[config.mk]
export PLATFORM = sky130hd
export DESIGN_NAME = multicycle_sequencer
export DESIGN_NICKNAME = d
export VERILOG_FILES = /design/src/rtl/multicycle_sequencer.sv
export SDC_FILE = /design/constraint.sdc
export NUM_CORES = 1
export LEC_CHECK = 0
export CAP_MARGIN = 40
export CELL_PAD_IN_SITES_DETAIL_PLACEMENT = 0
export CELL_PAD_IN_SITES_GLOBAL_PLACEMENT = 1
export CORE_MARGIN = 3
export CORE_UTILIZATION = 33
export CTS_BUF_LIST = sky130_fd_sc_hd__clkbuf_4 sky130_fd_sc_hd__clkbuf_8
export CTS_CLUSTER_DIAMETER = 60
export DETAILED_ROUTE_END_ITERATION = 10
export GPL_TIMING_DRIVEN = 0
export PLACE_DENSITY = 0.86
export SLEW_MARGIN = 25
export SYNTH_ARGS = -nofsm -noshare
export SYNTH_HDL_FRONTEND = slang
export SYNTH_SLANG_ARGS = --single-unit
[constraint.sdc]
create_clock -name clock -period 7.3 [get_ports clock]
set_input_delay 2.19 -clock clock [delete_from_list [all_inputs] [get_ports clock]]
set_output_delay 2.19 -clock clock [all_outputs]
set_load 0.02 [all_outputs]
[src/rtl/multicycle_sequencer.sv]
// Multi-cycle FETCH -> DECODE -> EXEC control sequencer for the LEGv8 single-bus datapath.
// Holds the instruction register and drives every datapath control field from it.
module multicycle_sequencer #(
    parameter logic [4:0] FS_ADD = 5'b01000,
    parameter logic [4:0] FS_SUB = 5'b01011,
    parameter logic [4:0] FS_AND = 5'b00000,
    parameter logic [4:0] FS_ORR = 5'b00100
) (
    input  logic        clock,
    input  logic        reset,
    input  logic [31:0] instruction,
    input  logic [4:0]  status,
    input  logic        stall,
    output logic [63:0] constant,
    output logic        EN_PC,
    output logic        EN_Mem,
    output logic        EN_ALU,
    output logic        EN_B,
    output logic        PCsel,
    output logic        Bsel,
    output logic        SL,
    output logic        WM,
    output logic        WR,
    output logic [1:0]  PS,
    output logic [4:0]  FS,
    output logic [4:0]  SA,
    output logic [4:0]  SB,
    output logic [4:0]  DA,
    output logic [1:0]  state,
    output logic        instr_done,
    output logic        illegal,
    output logic [31:0] retired_count
);

    typedef enum logic [1:0] {
        FETCH  = 2'b00,
        DECODE = 2'b01,
        EXEC   = 2'b10,
        HALT   = 2'b11
    } state_t;

    typedef enum logic [3:0] {
        OP_NONE, OP_ADD, OP_SUB, OP_SUBS, OP_AND, OP_ORR, OP_ADDI, OP_SUBI,
        OP_LDUR, OP_STUR, OP_B, OP_BL, OP_BR, OP_CBZ, OP_CBNZ
    } op_t;

    state_t      state_q, state_d;
    logic [31:0] ir_q, ir_d;
    logic [31:0] count_q, count_d;
    logic        illegal_q, illegal_d;
    op_t         op;

    logic [4:0]  rd, rn, rm;
    logic [63:0] immArith, immMem, immBranch, immCond;

    // The registered flags status[4:1] have no consumer in this instruction subset.
    logic unusedStatusFlags;
    assign unusedStatusFlags = ^status[4:1];

    assign rd = ir_q[4:0];
    assign rn = ir_q[9:5];
    assign rm = ir_q[20:16];

    assign immArith  = {52'b0, ir_q[21:10]};
    assign immMem    = {{55{ir_q[20]}}, ir_q[20:12]};
    assign immBranch = {{38{ir_q[25]}}, ir_q[25:0]};
    assign immCond   = {{45{ir_q[23]}}, ir_q[23:5]};

    assign state         = state_q;
    assign illegal       = illegal_q;
    assign retired_count = count_q;

    always_comb begin
        op = OP_NONE;
        casez (ir_q[31:21])
            11'b10001011000: op = OP_ADD;
            11'b11001011000: op = OP_SUB;
            11'b11101011000: op = OP_SUBS;
            11'b10001010000: op = OP_AND;
            11'b10101010000: op = OP_ORR;
            11'b1001000100?: op = OP_ADDI;
            11'b1101000100?: op = OP_SUBI;
            11'b11111000010: op = OP_LDUR;
            11'b11111000000: op = OP_STUR;
            11'b000101?????: op = OP_B;
            11'b100101?????: op = OP_BL;
            11'b11010110000: op = OP_BR;
            11'b10110100???: op = OP_CBZ;
            11'b10110101???: op = OP_CBNZ;
            default:         op = OP_NONE;
        endcase
    end

    always_ff @(posedge clock or posedge reset) begin
        if (reset) begin
            state_q   <= FETCH;
            ir_q      <= '0;
            count_q   <= '0;
            illegal_q <= 1'b0;
        end else begin
            state_q   <= state_d;
            ir_q      <= ir_d;
            count_q   <= count_d;
            illegal_q <= illegal_d;
        end
    end

    // Stall freezes everything and masks all controls, so EXEC re-issues in full afterwards.
    always_comb begin
        state_d    = state_q;
        ir_d       = ir_q;
        count_d    = count_q;
        illegal_d  = illegal_q;
        constant   = '0;
        EN_PC      = 1'b0;
        EN_Mem     = 1'b0;
        EN_ALU     = 1'b0;
        EN_B       = 1'b0;
        PCsel      = 1'b0;
        Bsel       = 1'b0;
        SL         = 1'b0;
        WM         = 1'b0;
        WR         = 1'b0;
        PS         = 2'b00;
        FS         = 5'b00000;
        SA         = 5'd0;
        SB         = 5'd0;
        DA         = 5'd0;
        instr_done = 1'b0;

        if (!stall) begin
            case (state_q)
                FETCH: begin
                    ir_d    = instruction;
                    state_d = DECODE;
                end
                DECODE: begin
                    if (op == OP_NONE) begin
                        state_d   = HALT;
                        illegal_d = 1'b1;
                    end else begin
                        state_d = EXEC;
                    end
                end
                EXEC: begin
                    state_d    = FETCH;
                    instr_done = 1'b1;
                    if (count_q != 32'hFFFF_FFFF) begin
                        count_d = count_q + 32'd1;
                    end
                    case (op)
                        OP_ADD, OP_SUB, OP_SUBS, OP_AND, OP_ORR: begin
                            SA     = rn;
                            SB     = rm;
                            DA     = rd;
                            EN_ALU = 1'b1;
                            WR     = 1'b1;
                            PS     = 2'b01;
                            SL     = (op == OP_SUBS);
                            case (op)
                                OP_AND:  FS = FS_AND;
                                OP_ORR:  FS = FS_ORR;
                                OP_ADD:  FS = FS_ADD;
                                default: FS = FS_SUB;
                            endcase
                        end
                        OP_ADDI, OP_SUBI: begin
                            SA       = rn;
                            DA       = rd;
                            Bsel     = 1'b1;
                            constant = immArith;
                            FS       = (op == OP_ADDI) ? FS_ADD : FS_SUB;
                            EN_ALU   = 1'b1;
                            WR       = 1'b1;
                            PS       = 2'b01;
                        end
                        OP_LDUR: begin
                            SA       = rn;
                            DA       = rd;
                            Bsel     = 1'b1;
                            constant = immMem;
                            FS       = FS_ADD;
                            EN_Mem   = 1'b1;
                            WR       = 1'b1;
                            PS       = 2'b01;
                        end
                        OP_STUR: begin
                            SA       = rn;
                            SB       = rd;
                            Bsel     = 1'b1;
                            constant = immMem;
                            FS       = FS_ADD;
                            EN_B     = 1'b1;
                            WM       = 1'b1;
                            PS       = 2'b01;
                        end
                        OP_B, OP_BL: begin
                            PCsel    = 1'b1;
                            constant = immBranch;
                            PS       = 2'b11;
                            if (op == OP_BL) begin
                                EN_PC = 1'b1;
                                WR    = 1'b1;
                                DA    = 5'd30;
                            end
                        end
                        OP_BR: begin
                            SA = rn;
                            PS = 2'b10;
                        end
                        OP_CBZ, OP_CBNZ: begin
                            // status[0] is the live zero flag of XZR + Rt computed this cycle.
                            SA       = 5'd31;
                            SB       = rd;
                            FS       = FS_ADD;
                            PCsel    = 1'b1;
                            constant = immCond;
                            PS       = ((op == OP_CBZ) == status[0]) ? 2'b11 : 2'b01;
                        end
                        default: begin
                        end
                    endcase
                end
                default: begin
                end
            endcase
        end
    end

endmodule
**After elaboration in Yosys (flattened, before gate mapping)**

Index checks and enable logic that the tools add are counted.

- Add/sub/neg operators: 1
- Multiply operators: 0
- Div/mod/pow operators: 0
- $lt $le $gt $ge: 0
- Equality and inequality tests: 32
- Shift operators: 0
- Multiplexer cells: 52
- Bitwise gates (word level): 1
- Reduce and logical (&&, ||, !) cells: 20

Operators by type and width:

| cell | number |
|---|---|
| $pmux 64 s4 | 1 |
| $mux 64 | 2 |
| $eq 11x11->1 const B | 8 |
| $pmux 4 s14 | 1 |
| $mux 5 | 7 |
| $add 32x1->32 const B | 1 |
| $ne 32x32->1 const B | 1 |
| $pmux 5 s2 | 3 |
| $eq 4x4->1 const B | 7 |
| $mux 1 | 27 |
| $pmux 4 s3 | 2 |
| $eq 10x10->1 const B | 2 |
| $eq 4x3->1 const B | 4 |
| $eq 8x8->1 const B | 2 |
| $reduce_or 4->1 | 3 |
| $reduce_or 10->1 | 1 |
| $reduce_or 9->1 | 1 |
| $eq 4x2->1 const B | 2 |
| $mux 2 | 4 |
| $mux 4 | 2 |
| $pmux 2 s4 | 1 |
| $reduce_or 2->1 | 4 |
| $reduce_or 8->1 | 1 |
| $reduce_or 7->1 | 1 |
| other kinds (16) | 18 |

- Bits in registers: 67
- Latch bits: 0
- RAM bits: 0
- Bits in read-only memories: 0
- Bits of input ports: 40
- Word-level logic and storage cells: 110
- Memories: 0

**Depth between registers and ports, before layout**

Gate-level depths: netlist (run 1).

- Depth in word-level cells: 8
- Depth in mapped cells: 9
- Gate-level depth less buffers: 7

**Worst setup path after synthesis (run 1)**

Ideal clock, no wire load.

- Path kind: input to output
- From: input stall
- To: output constant[26]
- Arrival: 5,368 ps
- Setup slack: -258 ps
- Cell stages on the path: 7
- Path buffers: 2
- Cells stage by stage: nor2_1 -> nand2_1 -> inv_1 -> clkbuf_1 -> o41ai_4 -> a21oi_1 -> buf_4

- Word-level cells in the longest chain between the ends: 1

Ends and longest elaborated chain:

| element | line | text |
|---|---|---|
| from (decl) | 13 | `input logic stall,` |
| $mux 64 | 131 | `if (!stall) begin` |
| to (decl) | 14 | `output logic [63:0] constant,` |

Every way passes these cells.

**Final worst setup path (run 1)**

- From: input stall
- To: output constant[61]

Same word-level chain as after synthesis.

==> metrics.md, run 1 <==
| Metric | Value |
|---|---|
| Post-synth EDFFs | 0 |
| Dominant cells by area after synthesis | dfrtp_1 39%, mux2_2 8.6%, buf_4 7.3% |
| CP Launch Type | input pin |
| Largest net degree at the start of global routing | 38 |
| GPL Wtd Cong | ~0.89 |
| Tcrit/Tclk final | a little over nine tenths |
| Syn Area/Cell | ~9.8 um2 |
| CP max FO | 13 |
| Seq/Total Area, Yosys | between 30% and 40% |
| Max-slew violations | 0 |
| CTS Buf Count | 9 |
| Die width | 121 um |
| Fin area | ~0.0064 mm2 |
| Vias | 4100 |
| Overflow left after global routing | 0 |
| DR pass1 iterations | 5 |
| Final ANT Viol Nets | 0 |
| Peak VDD IR | roughly 100 uV |
| Port-buffer cells | about 170 |
| Area grow syn2layout | 48.6% |
| Worst Hold Class | flop to flop |
| Clock buffer depth | 2 |
| Max Cap Viol | 0 |
| Cell Area, Synth | 0.00433 mm2 |
| First-pass GRT wire length | 22700 um |
| Syn Inst Count | between 400 and 500 |
| Setup CP Type | input pin to output port |
| Die footprint | 0.0145 mm2 |
| Sequential share of power | between 40% and 50% |
| Clock sinks | between 60 and 70 |
| Iteration-0 DRC Markers | 240 |
| H-Tree Depth | 3 |
| Row count | about 40 |
| Final net count | 660 |
| Per-cell routed wire length | around 18 um |
| WP data arrival | between 4 and 5 ns |
| Number of remaining DRC errors | 0 |
| Clk pwr share | around 22% |
| Min Tclk post-route | between 7 and 8 ns |
| CTS tree | built |
| Die extent in y | 121 um |
| FF-to-FF path depth | 7 |
| Core Box Area | about 0.013 mm2 |
| Slew HR | between 30% and 40% |
| Post-Syn Nets | 481 |
| Vias in the first global route | 4180 |
| Leakage | 2.59 nW |
| Top-Level Pins | between 150 and 200 |
| Post-layout util | approximately 51% |
| Antenna cells | 0 |
| Crit path required time | about 5.1 ns |
| Initial antenna violation count | 0 |
| # placed instances | between 700 and 800 |
| Placement Cell Area | ~0.0062 mm2 |
| Vias/cell | between 5 and 6 |
| Initial core utilization | between 30% and 40% |
| Net load switching power | ~0.00050 W |
| # setup viols final | 0 |
| Post-Route Skew | approximately 0.011 ns |
| Layout cells sized above 1 | a little over a fifth |
| WL final | between 10000 and 15000 um |
| CTS clock-pin slew for the worst setup and hold paths | 0.07 ns |
| Hold Path Cell Cnt | 1 |
| Total track usage | between 10% and 20% |
| Yosys warning count | 0 |
| Cell Int Power | a little under 0.0008 W |
| Synth unique cells | 59 |
| Yosys top cell by area | dfrtp_1 |
| Achievable frequency | 141 MHz |
| DPL Wire Length | between 10000 and 15000 um |
| Synth async-reset ratio | 100% |
| CTS Root Cell | clkbuf_8 |
| P per Cell Area | roughly 200 mW/mm2 |
| Final Non-Filler Cells | just under 800 |
| Final hold slack | roughly 0.48 ns |
| Most used DFF post-synth | dfrtp_1 |
| Hold Buf Count CTS | 0 |
| Yosys top cell area share | between 30% and 40% |
| Worst-skew pair later-pin latency | approximately 0.36 ns |
| Combinational cell fraction of total power | approximately 28% |
| Flops & latches, synth | 67 |
| Final Hold Vio Count | 0 |
| Status | finished, final reports clean |
| Worst Max-Slew Pin Slew | 0.897 ns |
| Setup crit end kind | output port |
| Sw Share | about two fifths |
| # Post-CTS Setup Buffers | 0 |
| RSZ-0062 raised after global routing | false |
## timing repair
action | 4_1_cts | 5_1_grt
endpoints found under the hold margin | 0 | 0
gates cloned | 1 | 1
gates resized for setup | 2 | 0
endpoints found under the setup margin | 42 | 1
## final timing paths
path,from,to,slack (ns)
setup / recovery,stall,constant[61],0.21
hold / removal,illegal,illegal,0.48
setup reg to reg,state[0],retired_count[25],4.88
hold reg to reg,illegal,illegal,0.48
max in group asynchronous,reset,state[1],4.59
min in group asynchronous,reset,retired_count[21],2.17
## cells by family (layout without fill, tap and decap cells)
logic type / count (synthesis) / in the layout / synth area share, %
simple gates: 144 / 144 / 19.4
compound gates: 84 / 86 / 14.6
buf+inv: 76 / 258 / 11.4
flops: 67 / 67 / 38.7
mux: 34 / 34 / 8.81
xor+xnor: 33 / 33 / 6.67
fa+ha+maj: 1 / 1 / 0.289
other cells: 1 / 1 / 0.0866
## sequential cells by signal (all words and copies together), names as in the netlist
register,flops
ir_q,32
retired_count,32
illegal,1
state,2
## cells in the final DEF, fill, tap and decap left out, types with 6 or more instances in the layout
cell and count:
a21oi_1 31, a222oi_1 11, a22oi_1 12, and3_1 7, buf_2 10, buf_4 42, clkbuf_1 8, clkbuf_8 9
clkdlybuf4s50_1 165, dfrtp_1 67, inv_1 8, mux2_2 33, nand2_1 38, nand3_1 12, nand4_1 15, nor2_1 27
nor3_1 6, nor4_1 6, o211a_1 6, xnor2_1 23, xor2_1 10
## routing by layer
metal  wire, um  vias up  global-route usage (%)
met5          0        -                       0
met4        231        0                    6.02
met3       1530       20                    7.25
met2       6800      193                    32.1
met1       5800     1966                    24.9
li1           -     1921                       -
## area by class of cell
cell class	instances	area, um2
Fill cell	1226	6280
Multi-Input combinational cell	299	2200
Sequential cell	67	1680
Timing Repair Buffer	167	1680
Buffer	65	452
Tap cell	172	215
Clock buffer	9	124
Clock inverter	7	52.6
Inverter	10	43.8
## synth_stat cells, types with 2 or more instances
cell type,count
a21oi_1,32
a21oi_2,3
a222oi_1,11
a22oi_1,12
a31oi_1,2
and2_1,2
and3_1,7
and3_4,2
and4_1,5
and4bb_2,2
buf_2,9
buf_4,42
buf_6,5
clkbuf_1,9
dfrtp_1,67
inv_1,10
mux2_2,33
nand2_1,38
nand3_1,12
nand4_1,15
nor2_1,27
nor2b_1,4
nor3_1,6
nor4_1,6
nor4b_1,2
o211a_1,6
o21a_1,4
o21ai_0,5
xnor2_1,23
xor2_1,10
## worst max-delay path: stages
cell and delay (ns):
clkdlybuf4s50_1 0.46, nor2_1 0.11, nand2_1 0.28, clkinvlp_4 0.38, o41ai_4 0.26, a21oi_2 0.42
buf_4 0.19, clkdlybuf4s50_1 0.60
## power groups by stage
stage | registers, W | clock network (W) | logic [W]
after floorplan | 0.000593 | 0 | 0.000238
after global placement | 0.000635 | 0 | 0.000357
after detailed placement | 0.000637 | 0 | 0.000365
after CTS | 0.000630 | 0.000299 | 0.000368
after global routing | 0.000648 | 0.000314 | 0.000402
final | 0.000632 | 0.000287 | 0.000366
## stage by stage
stage               setup TNS [ns]  setup slack, ns  power [W]
floorplan                        0            0.534   0.000830
global placement            -33.22           -0.852   0.000992
detailed placement          -20.48           -0.541    0.00100
CTS                              0            0.145    0.00130
global route                     0           0.0592    0.00136
finish                           0            0.206    0.00129
Power figures use the tool's default switching activity.
==> run 2, diff against run 1 <==
--- a/config.mk
+++ b/config.mk
@@ -9,12 +9,12 @@
 export CELL_PAD_IN_SITES_DETAIL_PLACEMENT = 0
 export CELL_PAD_IN_SITES_GLOBAL_PLACEMENT = 1
 export CORE_MARGIN = 3
-export CORE_UTILIZATION = 33
+export CORE_UTILIZATION = 30
 export CTS_BUF_LIST = sky130_fd_sc_hd__clkbuf_4 sky130_fd_sc_hd__clkbuf_8
 export CTS_CLUSTER_DIAMETER = 60
 export DETAILED_ROUTE_END_ITERATION = 10
 export GPL_TIMING_DRIVEN = 0
-export PLACE_DENSITY = 0.86
+export PLACE_DENSITY = 0.82
 export SLEW_MARGIN = 25
 export SYNTH_ARGS = -nofsm -noshare
 export SYNTH_HDL_FRONTEND = slang
==> constraint.sdc (replaced) <==
create_clock -name clock -period 6.01 [get_ports clock]
set_input_delay 1.803 -clock clock [delete_from_list [all_inputs] [get_ports clock]]
set_output_delay 1.803 -clock clock [all_outputs]
set_load 0.02 [all_outputs]
==> run 2 against run 1 <==
  * Sequential power is 21% higher
  * Worst setup slack worse by 0.0057 ns
  * Via count is 0.49% higher
  * Clock-buffer cell count is 3 higher
  * Die area is 9.5% higher
  * Non-clock buffer count is 7 higher
  * Highest routed layer unchanged
  * Critical path type unchanged
  * Core utilization is 3.7 points lower
  * Register-to-register slack worse by 1.1 ns
==> metrics.md, run 2 (same netlist as run 1, synthesis figures left out) <==
| Metric | Value |
|---|---|
| Status | finished, final reports clean (unchanged) |
| Peak VDD IR | 116 uV (was 105 uV) |
| Die width | 126 um (was 121 um) |
| Die extent in y | 126 um (was 121 um) |
| Vias | 4120 (was 4100) |
| H-Tree Depth | 3 (unchanged) |
| Initial core utilization | 31.0% (was 34.0%) |
| WP data arrival | 4.01 ns (was 4.90 ns) |
| CTS tree | built (unchanged) |
| Final net count | 667 (was 660) |
| Placement Cell Area | 0.00624 mm2 (about the same) |
| # setup viols final | 0 (unchanged) |
| Initial antenna violation count | 0 (unchanged) |
| CTS clock-pin slew for the worst setup and hold paths | 0.07 ns (about the same) |
| Place WS | -1.08 ns (was -0.541 ns) |
| Largest net degree at the start of global routing | 42 (was 38) |
| Area grow syn2layout | 51.6% (was 48.6%) |
| Number of remaining DRC errors | 0 (unchanged) |
| Leakage | 2.66 nW (was 2.59 nW) |
| Die footprint | 0.0159 mm2 (was 0.0145 mm2) |
| Crit path required time | 4.21 ns (was 5.11 ns) |
| First-pass GRT wire length | 23300 um (was 22700 um) |
| Vias/cell | 5.08 (was 5.15) |
| DPL Wire Length | 11000 um (was 10800 um) |
| P per Cell Area | 246 mW/mm2 (was 200 mW/mm2) |
| Clock buffer depth | 2 (unchanged) |
| Per-cell routed wire length | 18.1 um (was 18.0 um) |
| Clock sinks | 67 (unchanged) |
| Final Hold Vio Count | 0 (unchanged) |
| CP Launch Type | input pin (unchanged) |
| Final Non-Filler Cells | 811 (was 796) |
| CP max FO | 10 (was 13) |
| Antenna cells | 0 (unchanged) |
| Achievable frequency | roughly 170 MHz |
| Port-buffer cells | 165 (unchanged) |
| Worst-skew pair later-pin latency | 0.35 ns (was 0.36 ns) |
| CTS Root Cell | clkbuf_8 (unchanged) |
| Max-slew violations | 0 (unchanged) |
| Max Cap Viol | 0 (unchanged) |
| Leading cell type in the layout, fill and taps excluded | clkdlybuf4s50_1 (unchanged) |
| Total track usage | 18.3% (was 19.9%) |
| RSZ-0062 raised after global routing | false (unchanged) |
| Layout cells sized above 1 | 22.5% (was 21.3%) |
| Hold Buf Count CTS | 0 (unchanged) |
| Final ANT Viol Nets | 0 (unchanged) |
| Slew HR | 62.2% (was 40.0%) |
| Setup crit end kind | output port (unchanged) |
| Most frequent cells in the layout | 165 x clkdlybuf4s50_1, 67 x dfrtp_1, 47 x buf_4 (was 165 x clkdlybuf4s50_1, 67 x dfrtp_1, 42 x buf_4) |
| Worst Hold Class | flop to flop (unchanged) |
| Vias in the first global route | 4134 (was 4180) |
| Setup CP Type | input pin to output port (unchanged) |
| GPL Wtd Cong | 0.836 (was 0.892) |
| Row count | 43 (was 41) |
| Iteration-0 DRC Markers | 275 (was 240) |
| Post-Route Skew | 0.0104 ns (was 0.0113 ns) |
| # placed instances | 786 (was 779) |
| WL final | 14600 um (was 14400 um) |
| Worst Max-Slew Pin Slew | 0.565 ns (was 0.897 ns) |
| Overflow left after global routing | 0 (unchanged) |
| Fin area | 0.00657 mm2 (was 0.00644 mm2) |
| Top-Level Pins | 171 (unchanged) |
| Core Box Area | 0.0140 mm2 (was 0.0127 mm2) |
| CTS Buf Count | 9 (unchanged) |
| DR pass1 iterations | 6 (was 5) |
| Tcrit/Tclk final | around 97% |
| Final worst slack | 0.201 ns (was 0.206 ns) |
| Min Tclk post-route | between 5 and 6 ns |
-- run 2: layout make-up --
class	instances	area, um2
inverter	10	43.8
tap	180	225
timing repair buffer	174	1750
multi-input combinational	299	2220
buffer	65	452
fill	1335	7420
clock inverter	4	48.8
clock buffer	12	159
sequential	67	1680
-- run 2: what timing repair did --
action / in CTS / in global routing
gates cloned: 2 / 0
setup endpoints to repair: 71 / 51
resized for setup: 3 / 3
setup buffers: 6 / 0
-- run 2: critical path, cell delays in order --
cell and delay [ns]:
clkdlybuf4s50_1 0.47, nor2_2 0.16, nand2_4 0.13, clkinvlp_4 0.13, o41ai_4 0.13, buf_6 0.18, a21oi_4 0.12, buf_4 0.18
buf_4 0.11, clkdlybuf4s50_1 0.58
-- run 2: worst paths after layout --
check	slack [ns]	start	to	cells after the start
min in group asynchronous	1.80	reset	illegal	2
max	0.20	stall	constant[38]	10
min	0.50	illegal	illegal	1
min reg2reg	0.50	illegal	illegal	1
max in group asynchronous	3.68	reset	retired_count[25]	3
max reg2reg	3.76	state[0]	retired_count[11]	8
-- run 2: layer usage --
metal	vias to the layer above	GRT usage [%]	wire (um)
li1	1936	-	-
met1	1987	23.0	6170
met2	188	29.5	6860
met3	9	8.06	1520
met4	0	3.60	106
met5	-	0	0
-- run 2: metrics by stage --
stage                     setup TNS (ns)  utilization [%]  hold WS [ns]  total power, W
after floorplan                        0                -         0.510         0.00101
after detailed placement          -52.72             44.6         0.488         0.00122
after global routing                   0             46.9         0.531         0.00171
after CTS                              0             46.8         0.507         0.00163
final                                  0             46.9         0.495         0.00162
after global placement            -64.17             44.4         0.458         0.00120
-- run 2: power by group --
part	total (W)	switching [W]	leakage, nW	internal, W
registers	0.000765	0.000192	0.845	0.000573
clock network	0.000399	0.000181	0.110	0.000219
logic	0.000452	0.000221	1.70	0.000231
total	0.00162	0.000594	2.66	0.00102
==> run 3, diff against run 2 <==
--- a/config.mk
+++ b/config.mk
@@ -13,6 +13,7 @@
 export CTS_BUF_LIST = sky130_fd_sc_hd__clkbuf_4 sky130_fd_sc_hd__clkbuf_8
 export CTS_CLUSTER_DIAMETER = 60
 export DETAILED_ROUTE_END_ITERATION = 10
+export GPL_ROUTABILITY_DRIVEN = 0
 export GPL_TIMING_DRIVEN = 0
 export PLACE_DENSITY = 0.82
 export SLEW_MARGIN = 25
==> run 3 against run 2 <==
  * Clock skew is 0.0017 ns lower
  * Non-clock buffer count is 2 lower
  * Worst hold slack worse by 0.020 ns
  * Design area is 0.23% higher
  * Combinational power hardly changed
  * Critical endpoint is now constant[45]
  * Core utilization is 0.11 points higher
  * Sequential power hardly changed
  * Global-route usage is 0.12 points higher
  * Routed wire length is 0.31% lower
  * Register-to-register slack worse by 0.04 ns
  * Die area stayed put
==> metrics.md, run 3 (same netlist as run 1, synthesis figures left out) <==
| Metric | Value |
|---|---|
| Achievable frequency | 170 MHz (was 172 MHz) |
| Iteration-0 DRC Markers | 352 (was 275) |
| Die width | 126 um (unchanged) |
| Number of remaining DRC errors | 0 (unchanged) |
| CTS tree | built (unchanged) |
| Final Non-Filler Cells | 809 (was 811) |
| Die footprint | 0.0159 mm2 (unchanged) |
| Peak VDD IR | 170 uV (was 116 uV) |
| CP max FO | 10 (unchanged) |
| DPL Wire Length | 11000 um (about the same) |
| Vias/cell | 5.11 (was 5.08) |
| Overflow left after global routing | 0 (unchanged) |
| Sequential Area | 0.00168 mm2 (unchanged) |
| Crit path cell chain | clkdlybuf4s50_1 -> nor2_1 -> nand2_2 -> clkinvlp_4 -> o41ai_4 -> buf_6 -> a21oi_4 -> buf_4 -> clkdlybuf4s50_1 (was clkdlybuf4s50_1 -> nor2_2 -> nand2_4 -> clkinvlp_4 -> o41ai_4 -> buf_6 -> a21oi_4 -> buf_4 -> buf_4 -> clkdlybuf4s50_1) |
| Setup crit end kind | output port (unchanged) |
| WP data arrival | 4.08 ns (was 4.01 ns) |
| Leakage | 2.66 nW (about the same) |
| Min Tclk post-route | 5.88 ns (was 5.81 ns) |
| Total track usage | 18.4% (was 18.3%) |
| DR pass1 iterations | 7 (was 6) |
| Setup CP Type | input pin to output port (unchanged) |
| Fin area | 0.00658 mm2 (was 0.00657 mm2) |
| Layout cells sized above 1 | 22.1% (was 22.5%) |
| CTS clock-pin slew for the worst setup and hold paths | 0.08 ns (was 0.07 ns) |
| Slowest stage cell, crit path | clkdlybuf4s50_1 (unchanged) |
| Post-Route Skew | 0.00869 ns (was 0.0104 ns) |
| Fill count | 1369 (was 1335) |
| Levels on crit path | 9 (was 10) |
| Max Cap Viol | 0 (unchanged) |
| Status | finished, final reports clean (unchanged) |
| Worst Hold Class | flop to flop (unchanged) |
| WL final | 14600 um (about the same) |
| # setup viols final | 0 (unchanged) |
| P per Cell Area | 255 mW/mm2 (was 246 mW/mm2) |
| Hold Path Cell Cnt | 1 (unchanged) |
| Multi-input gate area | 0.00221 mm2 (was 0.00222 mm2) |
| Top-Level Pins | 171 (unchanged) |
| Placement Cell Area | 0.00624 mm2 (unchanged) |
| Crit path buf inv count | 5 (was 6) |
| Hold Buf Count CTS | 0 (unchanged) |
| Initial core utilization | 31.0% (unchanged) |
| Clock sinks | 67 (unchanged) |
| Final net count | 665 (was 667) |
| Max stage delay on crit path | 0.59 ns (was 0.58 ns) |
| # placed instances | 786 (unchanged) |
| First-pass GRT wire length | 23600 um (was 23300 um) |
| H-Tree Depth | 3 (unchanged) |
| Core Box Area | 0.0140 mm2 (unchanged) |
| Leading cell type in the layout, fill and taps excluded | clkdlybuf4s50_1 (unchanged) |
| Area grow syn2layout | 51.9% (was 51.6%) |
| CTS Buf Count | 9 (unchanged) |
| Vias in the first global route | 4275 (was 4134) |
| Setup TNS | 0 ns (unchanged) |
| Worst Max-Slew Pin Slew | 0.631 ns (was 0.565 ns) |
| Post-layout util | 47.0% (was 46.9%) |
| Crit-path most repeated cell | clkdlybuf4s50_1 |
| Most frequent cells in the layout | 165 x clkdlybuf4s50_1, 67 x dfrtp_1, 45 x buf_4 (was 165 x clkdlybuf4s50_1, 67 x dfrtp_1, 47 x buf_4) |
| Clock buffer depth | 2 (unchanged) |
| Tcrit/Tclk final | 97.8% (was 96.7%) |
| Cell family with most CP delay | buffers and inverters (unchanged) |
| Final Hold Vio Count | 0 (unchanged) |
| CP Launch Type | input pin (unchanged) |
| Row count | 43 (unchanged) |
| FF-to-FF path depth | 8 (unchanged) |
| Final hold slack | 0.475 ns (was 0.495 ns) |
| Vias | 4134 (was 4120) |
| Slew HR | 57.9% (was 62.2%) |
| Worst-skew pair later-pin latency | 0.35 ns (about the same) |
| Per-cell routed wire length | 18.0 um (was 18.1 um) |
| Die extent in y | 126 um (unchanged) |
| Crit path required time | 4.21 ns (about the same) |
| Final ANT Viol Nets | 0 (unchanged) |
| RSZ-0062 raised after global routing | false (unchanged) |
| Antenna cells | 0 (unchanged) |
| Initial antenna violation count | 0 (unchanged) |
| CTS Root Cell | clkbuf_8 (unchanged) |
| Max-slew violations | 0 (unchanged) |
| Largest net degree at the start of global routing | 36 (was 42) |
| Port-buffer cells | 165 (unchanged) |
==> run 3: cell count changes in the layout (fill, tap and decap cells not counted), sizes merged <==
cell | before | now
clkinv | 3 | 2
clkbuf | 22 | 21
buf | 64 | 62
bufinv | 1 | 3
==> run 3: worst paths after layout <==
kind	start	end	slack (ns)
worst min-delay path	illegal	illegal	0.48
worst min register to register	illegal	illegal	0.48
min in group asynchronous	reset	illegal	1.81
max in group asynchronous	reset	retired_count[29]	3.67
worst max-delay path	stall	constant[45]	0.13
worst max register to register	state[0]	retired_count[11]	3.72
==> run 3: through the flow <==
stage               total power (W)  setup WS [ns]
floorplan                   0.00101         0.0182
global placement            0.00119          -1.34
detailed placement          0.00121          -1.10
CTS                         0.00169       0.000826
global route                0.00178        0.00369
finish                      0.00168          0.130
==> run 3: final cells by class <==
cell class                      count  share of cell area, %
Clock inverter                      5                   1.52
Tap cell                          180                   3.42
Clock buffer                       11                   2.21
Timing Repair Buffer              172                   26.3
Multi-Input combinational cell    299                   33.6
Buffer                             65                   6.86
Inverter                           10                  0.665
Sequential cell                    67                   25.5
==> run 3: layer usage <==
metal	up-vias	routed length, um	global-route usage [%]
met2	204	6700	29.9
li1	1926	-	-
met1	1984	6100	22.8
met3	20	1560	7.29
met4	0	244	5.36
met5	-	0	0
==> run 3: repair_timing <==
item | CTS | global route
cloned | 2 | 0
setup buffers | 4 | 0
hold endpoints to repair | 0 | 0
endpoints found under the setup margin | 72 | 60
gates resized for setup | 3 | 1
==> run 3: where the power goes <==
group	switching [W]	internal [W]	total, W
logic	0.000218	0.000230	0.000449
registers	0.000190	0.000573	0.000764
clock network	0.000177	0.000290	0.000467
total	0.000586	0.00109	0.00168
